==> config.mk <==
export PLATFORM = sky130hd
export DESIGN_NAME = slot_bus_ctrl
export DESIGN_NICKNAME = d
export VERILOG_FILES = /design/src/rtl/slot_pkg.sv /design/src/rtl/sync_ff.sv /design/src/rtl/slot_bus_ctrl.sv
export SDC_FILE = /design/constraint.sdc
export NUM_CORES = 1
export LEC_CHECK = 0
export CAP_MARGIN = 20
export CORE_AREA = 4 4 76 78
export CTS_CLUSTER_DIAMETER = 40
export DETAILED_ROUTE_END_ITERATION = 12
export DIE_AREA = 0 0 80 82
export HOLD_SLACK_MARGIN = 0.1
export MAX_ROUTING_LAYER = met4
export PLACE_DENSITY = 0.87
export SYNTH_ARGS = -nofsm -noshare
export SYNTH_HDL_FRONTEND = slang
export SYNTH_HIERARCHICAL = 1
export SYNTH_SLANG_ARGS = --single-unit
==> constraint.sdc <==
create_clock -name clk -period 1.8 [get_ports clk]
set_clock_uncertainty 0.15 [all_clocks]
set_input_delay 0.36 -clock clk [delete_from_list [all_inputs] [get_ports clk]]
set_output_delay 0.36 -clock clk [all_outputs]
set_load 0.005 [all_outputs]
==> src/rtl/slot_pkg.sv <==
// Shared types and constants for the MSX slot-bus sequencer.
package slot_pkg;

  typedef enum logic [2:0] {
    ST_IDLE    = 3'd0,
    ST_SETTLE  = 3'd1,
    ST_STROBE  = 3'd2,
    ST_COLLECT = 3'd3,
    ST_DRIVE   = 3'd4,
    ST_RECOVER = 3'd5
  } state_t;

  localparam int DEF_HOLD_MAX = 255;
  localparam int DEF_SETTLE   = 2;

  // Expansion-slot register sits on requester 0 and therefore has top priority.
  localparam int SLOT_REG_IDX = 0;

endpackage

==> src/rtl/sync_ff.sv <==
// Multi-flop synchroniser for one asynchronous pin; clears to RST_VAL on reset.
module sync_ff #(
  parameter int   STAGES  = 2,
  parameter logic RST_VAL = 1'b0
) (
  input  logic clk,
  input  logic reset_n,
  input  logic d,
  output logic q
);

  logic [STAGES-1:0] chain;

  always_ff @(posedge clk or negedge reset_n) begin
    if (!reset_n) chain <= {STAGES{RST_VAL}};
    else          chain <= {chain[STAGES-2:0], d};
  end

  assign q = chain[STAGES-1];

endmodule

==> src/rtl/slot_bus_ctrl.sv <==
// Z80 bus-cycle sequencer: qualifies each cartridge-edge cycle, strobes the
// slot-side requesters once, and arbitrates their read data onto the bus.
module slot_bus_ctrl
  import slot_pkg::*;
#(
  parameter int NREQ        = 4,
  parameter int SYNC_STAGES = 2,
  parameter int SETTLE      = DEF_SETTLE,
  parameter int HOLD_MAX    = DEF_HOLD_MAX
) (
  input  logic              clk,
  input  logic              reset_n,
  input  logic              bus_rd_n,
  input  logic              bus_wr_n,
  input  logic              bus_sltsl_n,
  input  logic              bus_iorq_n,
  output logic              cyc_enable,
  output logic              cyc_rd,
  output logic              cyc_wr,
  output logic              cyc_io,
  input  logic [NREQ-1:0]   req_busreq,
  input  logic [8*NREQ-1:0] req_cdout,
  output logic [7:0]        bus_dout,
  output logic              bus_oe,
  output logic [NREQ-1:0]   bus_grant,
  output logic              busy,
  output logic              timeout_flag,
  output logic              collision
);

  logic [3:0] pins_n;
  logic [3:0] sync_n;
  logic [3:0] vec;
  logic [3:0] vec_snap;
  logic       s_rd, s_wr, s_mem, s_io, act;

  assign pins_n = {bus_iorq_n, bus_sltsl_n, bus_wr_n, bus_rd_n};

  // Pins are active low, so the synchronisers idle (and reset) high.
  generate
    for (genvar gi = 0; gi < 4; gi++) begin : g_sync
      sync_ff #(.STAGES(SYNC_STAGES), .RST_VAL(1'b1)) u_sync (
        .clk     (clk),
        .reset_n (reset_n),
        .d       (pins_n[gi]),
        .q       (sync_n[gi])
      );
    end
  endgenerate

  assign vec = ~sync_n;
  assign {s_io, s_mem, s_wr, s_rd} = vec;
  assign act = (s_rd | s_wr) & (s_mem | s_io);

  state_t          state_reg, state_next;
  logic [7:0]      settle_cnt, hold_cnt;
  logic [NREQ-1:0] win_grant;
  logic [7:0]      win_byte;
  logic            any_req, multi_req;

  assign any_req   = |req_busreq;
  assign multi_req = |(req_busreq & (req_busreq - NREQ'(1)));

  // Walk downwards so the lowest set index is the one left standing.
  always_comb begin
    win_grant = '0;
    win_byte  = 8'h00;
    for (int i = NREQ - 1; i >= SLOT_REG_IDX; i--) begin
      if (req_busreq[i]) begin
        win_grant    = '0;
        win_grant[i] = 1'b1;
        win_byte     = req_cdout[8*i +: 8];
      end
    end
  end

  always_comb begin
    state_next = state_reg;
    case (state_reg)
      ST_IDLE:    if (act) state_next = ST_SETTLE;
      ST_SETTLE: begin
        if (vec != vec_snap)                  state_next = ST_IDLE;
        else if (settle_cnt == 8'(SETTLE - 1)) state_next = ST_STROBE;
      end
      ST_STROBE:  state_next = ST_COLLECT;
      ST_COLLECT: state_next = (cyc_rd && any_req) ? ST_DRIVE : ST_RECOVER;
      ST_DRIVE:   if (!s_rd || hold_cnt == 8'(HOLD_MAX - 1)) state_next = ST_RECOVER;
      ST_RECOVER: if (!s_rd && !s_wr) state_next = ST_IDLE;
      default:    state_next = ST_IDLE;
    endcase
  end

  always_ff @(posedge clk or negedge reset_n) begin
    if (!reset_n) begin
      state_reg    <= ST_IDLE;
      vec_snap     <= 4'h0;
      settle_cnt   <= 8'd0;
      hold_cnt     <= 8'd0;
      cyc_rd       <= 1'b0;
      cyc_wr       <= 1'b0;
      cyc_io       <= 1'b0;
      bus_dout     <= 8'h00;
      bus_grant    <= '0;
      timeout_flag <= 1'b0;
      collision    <= 1'b0;
    end else begin
      state_reg <= state_next;
      collision <= 1'b0;
      case (state_reg)
        ST_IDLE: begin
          settle_cnt <= 8'd0;
          vec_snap   <= vec;
        end
        ST_SETTLE: begin
          settle_cnt <= settle_cnt + 8'd1;
          // Qualifiers are valid during the strobe itself; write beats read, io beats mem.
          if (state_next == ST_STROBE) begin
            cyc_wr <= s_wr;
            cyc_rd <= s_rd & ~s_wr;
            cyc_io <= s_io;
          end
        end
        ST_COLLECT: begin
          collision <= multi_req;
          hold_cnt  <= 8'd0;
          if (state_next == ST_DRIVE) begin
            bus_grant <= win_grant;
            bus_dout  <= win_byte;
          end
        end
        ST_DRIVE: begin
          hold_cnt <= hold_cnt + 8'd1;
          if (state_next == ST_RECOVER) begin
            bus_grant <= '0;
            if (s_rd) timeout_flag <= 1'b1;
          end
        end
        ST_RECOVER: begin
          if (state_next == ST_IDLE) begin
            cyc_rd <= 1'b0;
            cyc_wr <= 1'b0;
            cyc_io <= 1'b0;
          end
        end
        default: ;
      endcase
    end
  end

  assign cyc_enable = (state_reg == ST_STROBE);
  assign bus_oe     = (state_reg == ST_DRIVE);
  assign busy       = (state_reg != ST_IDLE);

endmodule

==> summary.txt, run 1 <==
Mapped cell area = 0.00238 mm2
Average cell area after synthesis = 10.1 um2
Initial core utilization = 46.9%
Router iterations before antenna repair = 5
Placer Congestion = 0.850
CTS buffer count = 5
Post-synthesis sequential area ratio = 50.8%
Total chip power = 3.98 mW
Syn. warnings = 6
Slew @ Worst Pin = 0.535 ns
Final period util = 106%
Failing checks = setup timing
First-pass GRT wire length = 10700 um
Syn nets = 283
Setup WS post-layout = -0.111 ns
Worst Setup End Kind = output pin
Grt ovf = 0
Startpoint Class = flip-flop
ANT nets after route = 0
Die width = 80 um
Fin. Hold Viols = 0
Final min period = 1.91 ns
Synth cell types = 48
Vias/cell = 5.70
IO buf count = 61
Top_reg_cell synth = dfrtp_1
I/O pins = 62
Clk pin slew, worst setup/hold paths = 0.09 ns
DR WL/cell = 17.1 um
Layout cells sized above 1 = 23.2%
Worst Hold Class = reg -> reg
Final setup viols = 5
Vias in the first global route = 2343
Die Area = 0.00656 mm2
Post-synth ARST share = 100%
Clock tree buffer depth = 2
Final Max Slew Viols = 0
CP Class = reg -> out
PwrDens = 1120 mW/mm2
WP data required = 1.29 ns
Crit path DAT = 1.40 ns
Inst Count DP = 382
Final wirelength = 6870 um
Fmax = 523 MHz
Final hold slack = 0.210 ns
Post-DP HPWL = 4490 um
Iter 0 DRT Violations = 161
Cell Count, Final, Fillers Out = 402
Largest net degree at the start of global routing = 27
Post-place setup slack = -0.699 ns
RSZ-0062 raised after global routing = true
H-tree level count = 2
Status = complete, but fails checks
CTS tree = built
GRT Util Overall = 21.5%
Peak VDD IR = 0.780 mV
Design area = 0.00355 mm2
Synth Register Bits = 48
CP max FO = 3
Cell row count = 26
Final Util = 70.0%
Area grow syn2layout = 49.1%
Worst-Skew Late Latency = 0.31 ns
P_leak = 1.53 nW
Sink Count = 48
Cell count after synthesis = 237
Number of diodes = 0
Initial antenna violation count = 0
Setup TNS = -0.313 ns
Via count = 2291
Slew Limit Headroom = 64.3%
Final net count = 377
Post-route DRC = 0
Post-synth EDFFs = 0
Max capacitance violation total = 0
Core Area = 0.00507 mm2
Placed cell area = 0.00322 mm2
Die Y = 82 um
Root buf cell = clkbuf_8
-- worst max-delay path, stage by stage, from the launching register on --
cell and delay [ns]:
dfrtp_1 0.40, buf_6 0.13, or3b_4 0.42, clkinv_4 0.07
buf_6 0.08
-- worst paths after layout --
kind                                                     startpoint                                  end  slack [ns]  depth (start not counted)
worst max-delay path                         state_reg[1]$_DFF_PN0_                               bus_oe       -0.11                          4
worst min-delay path            g_sync[2].u_sync/chain[0]$_DFF_PN1_  g_sync[2].u_sync/chain[1]$_DFF_PN1_        0.21                          0
worst max register to register               state_reg[1]$_DFF_PN0_              hold_cnt[5]$_DFFE_PN0P_       -0.05                          7
worst min register to register  g_sync[2].u_sync/chain[0]$_DFF_PN1_  g_sync[2].u_sync/chain[1]$_DFF_PN1_        0.21                          0
max in group asynchronous                                   reset_n              bus_dout[3]$_DFFE_PN0P_        0.57                          3
min in group asynchronous                                   reset_n            settle_cnt[7]$_DFFE_PN0P_        0.41                          2
-- per-layer routing --
metal	global-route usage [%]	routed length (um)	up-vias
met5	-	0	-
met1	24.9	2600	1118
met3	3.73	408	28
li1	-	-	1059
met2	36.9	3600	86
met4	9.46	261	0
-- synth_stat cells (3+ instances only) --
cell type / instances / area share (%)
xor2_1: 5 / 1.8
nand3_1: 11 / 2.3
clkbuf_1: 4 / 0.63
mux2i_1: 8 / 3.4
dfrtp_1: 40 / 42
nand3b_1: 3 / 0.95
nand2_1: 29 / 4.6
o21ai_0: 17 / 3.6
a22oi_1: 8 / 2.5
ha_1: 4 / 2.1
nand2b_1: 4 / 1.1
a21oi_1: 9 / 1.9
a31oi_1: 4 / 1.1
dfstp_2: 8 / 8.8
nand4_1: 7 / 1.8
a222oi_1: 3 / 1.3
and3_1: 4 / 1.1
o211ai_1: 6 / 1.9
nor3_1: 5 / 1.1
o21a_1: 4 / 1.3
nor2b_1: 4 / 1.1
inv_1: 3 / 0.47
buf_2: 6 / 1.3
nor2_1: 11 / 1.7
-- cell families after synthesis --
kind of cell / share of synthesized area (%)
simple gates: 21.3
compound gates: 16.8
flops: 50.8
buf+inv: 3.36
mux: 3.36
xor+xnor: 1.84
fa+ha+maj: 2.52
-- layout by cell type (no fill, tap or decap), drive strengths merged, types with 9 or more instances in the layout --
cell / instances
nand2: 29
nor2: 11
o21ai: 17
clkdlybuf4s50: 53
nand3: 11
a21oi: 9
buf: 39
dfrtp: 40
-- final cells by class --
| type | instances | area (um2) |
|---|---|---|
| Tap cell | 70 | 87.6 |
| Multi-Input combinational cell | 174 | 1200 |
| Inverter | 4 | 20.0 |
| Clock inverter | 3 | 23.8 |
| Timing Repair Buffer | 98 | 938 |
| Clock buffer | 5 | 68.8 |
| Fill cell | 359 | 1520 |
| Sequential cell | 48 | 1210 |
-- power breakdown --
part | switching (mW) | internal [mW]
clock | 0.392 | 0.276
combinational | 0.818 | 0.945
sequential | 0.205 | 1.34
-- repair_timing --
item                                    in CTS  in global routing
hold endpoints to repair                    14                  0
resized for setup                           30                 17
gates cloned                                 1                  0
hold buffers                                 1                  0
endpoints found under the setup margin      22                 25
pin swaps                                    4                 11
buffers inserted                             6                  4
Power figures use the tool's default switching activity.
==> run 2: changes to the inputs <==
Settings changed: PLACE_DENSITY 0.87 to 0.77.
==> summary.txt, run 2 (same netlist as run 1, synthesis figures left out) <==
First-pass GRT wire length = 10100 um
Vias/cell = 5.38
Largest net degree at the start of global routing = 21
Final net count = 394
Die width = 80 um
IO buf count = 61
RSZ-0062 raised after global routing = true
I/O pins = 62
Final wirelength = 6270 um
DR WL/cell = 15.0 um
Sink Count = 48
Crit path DAT = 1.39 ns
Post-place setup slack = -0.294 ns
Placer Congestion = 0.836
Max capacitance violation total = 0
CP max FO = 2
Filler cell count = 383
Via count = 2256
CP most frequent cell = buf_6
Final Max Slew Viols = 0
Clock tree buffer depth = 2
Post-DP HPWL = 4530 um
Final period util = 105%
Met3 GRT Util = 5.48%
Status = complete, but fails checks
Commonest non-fill, non-tap cell in the layout = clkdlybuf4s50_1
Area grow syn2layout = 52.3%
Post-route DRC = 0
Router iterations before antenna repair = 4
Placed cell area = 0.00333 mm2
Vias in the first global route = 2264
Die Y = 82 um
Worst Hold Class = reg -> reg
Cell row count = 26
Fmax = 528 MHz
CTS buffer count = 5
Final Util = 71.5%
H-tree level count = 2
Die Area = 0.00656 mm2
Layout cells sized above 1 = 25.2%
Most frequent cells in the layout = clkdlybuf4s50_1, buf_4, dfrtp_1
WP data required = 1.29 ns
Failing checks = setup timing
CP Class = reg -> out
Setup TNS = -0.167 ns
Worst Setup End Kind = output pin
Worst-Skew Late Latency = 0.32 ns
Startpoint Class = flip-flop
Fin. Hold Viols = 0
Kind of cell adding the most delay to the critical path = flip-flops
P_leak = 1.62 nW
CTS tree = built
Number of diodes = 0
Slew @ Worst Pin = 0.411 ns
Final min period = 1.90 ns
Core Area = 0.00507 mm2
Slew Limit Headroom = 72.6%
Design area = 0.00363 mm2
Busiest grt layer = met2
Final setup viols = 3
Root buf cell = clkbuf_8
Worst path cell trace = buf_6 -> or3b_4 -> clkinv_4 -> buf_6
Setup WS post-layout = -0.0951 ns
Grt ovf = 0
Initial core utilization = 46.9%
Clk pin slew, worst setup/hold paths = 0.10 ns
Worst path buffer plus inverter count = 3
M2 GR Usage = 33.1%
CP peak stage delay = 0.42 ns
ANT nets after route = 0
Final hold slack = 0.209 ns
Iter 0 DRT Violations = 94
Peak VDD IR = 0.777 mV
GRT Util Overall = 20.4%
GR Layer Usage met1 = 24.3%
Initial antenna violation count = 0
Crit-path slowest cell = dfrtp_1
PwrDens = 1130 mW/mm2
run 2: final timing paths:
check	start	endpoint	slack, ns	cells past startpoint
min in group asynchronous	reset_n	vec_snap[0]$_DFFE_PN0P_	0.35	2
max in group asynchronous	reset_n	bus_dout[5]$_DFFE_PN0P_	0.57	3
min	g_sync[0].u_sync/chain[0]$_DFF_PN1_	g_sync[0].u_sync/chain[1]$_DFF_PN1_	0.21	0
max reg2reg	state_reg[0]$_DFF_PN0_	hold_cnt[5]$_DFFE_PN0P_	-0.01	7
max	state_reg[0]$_DFF_PN0_	bus_oe	-0.1	4
min reg2reg	g_sync[0].u_sync/chain[0]$_DFF_PN1_	g_sync[0].u_sync/chain[1]$_DFF_PN1_	0.21	0
run 2: final cells by class:
class                   count  area (um2)  area share (%)
clock buffers               5        68.8            1.90
clock inverters             3        47.5            1.31
inverters                   4        20.0           0.552
multi-input cells         173        1150            31.8
flip-flops and latches     48        1210            33.4
well taps                  70        87.6            2.41
repair buffers            116        1040            28.7
run 2: per-stage QoR:
stage	cells	power (mW)
3_5_place_dp	398	3.09
5_1_grt	419	4.39
6_report	419	4.12
4_1_cts	409	3.99
2_1_floorplan	237	2.23
3_3_place_gp	398	3.04
run 2: routing by layer:
| metal | up-vias | wire length, um |
|---|---|---|
| met5 | - | 0 |
| met2 | 55 | 3230 |
| li1 | 1090 | - |
| met1 | 1102 | 2640 |
| met3 | 9 | 307 |
| met4 | 0 | 90 |
run 2: timing repair:
item	in CTS	in global routing
hold buffers	1	0
gates resized for setup	20	15
endpoints found under the setup margin	4	24
setup buffers	3	11
pin swaps	3	7
hold endpoints to repair	10	0
run 2: report_power, final:
group | internal [mW] | switching, mW | leakage (nW) | total (mW)
logic | 0.996 | 0.749 | 0.954 | 1.75
registers | 1.34 | 0.211 | 0.608 | 1.55
clock network | 0.419 | 0.400 | 0.0583 | 0.819
total | 2.76 | 1.36 | 1.62 | 4.12
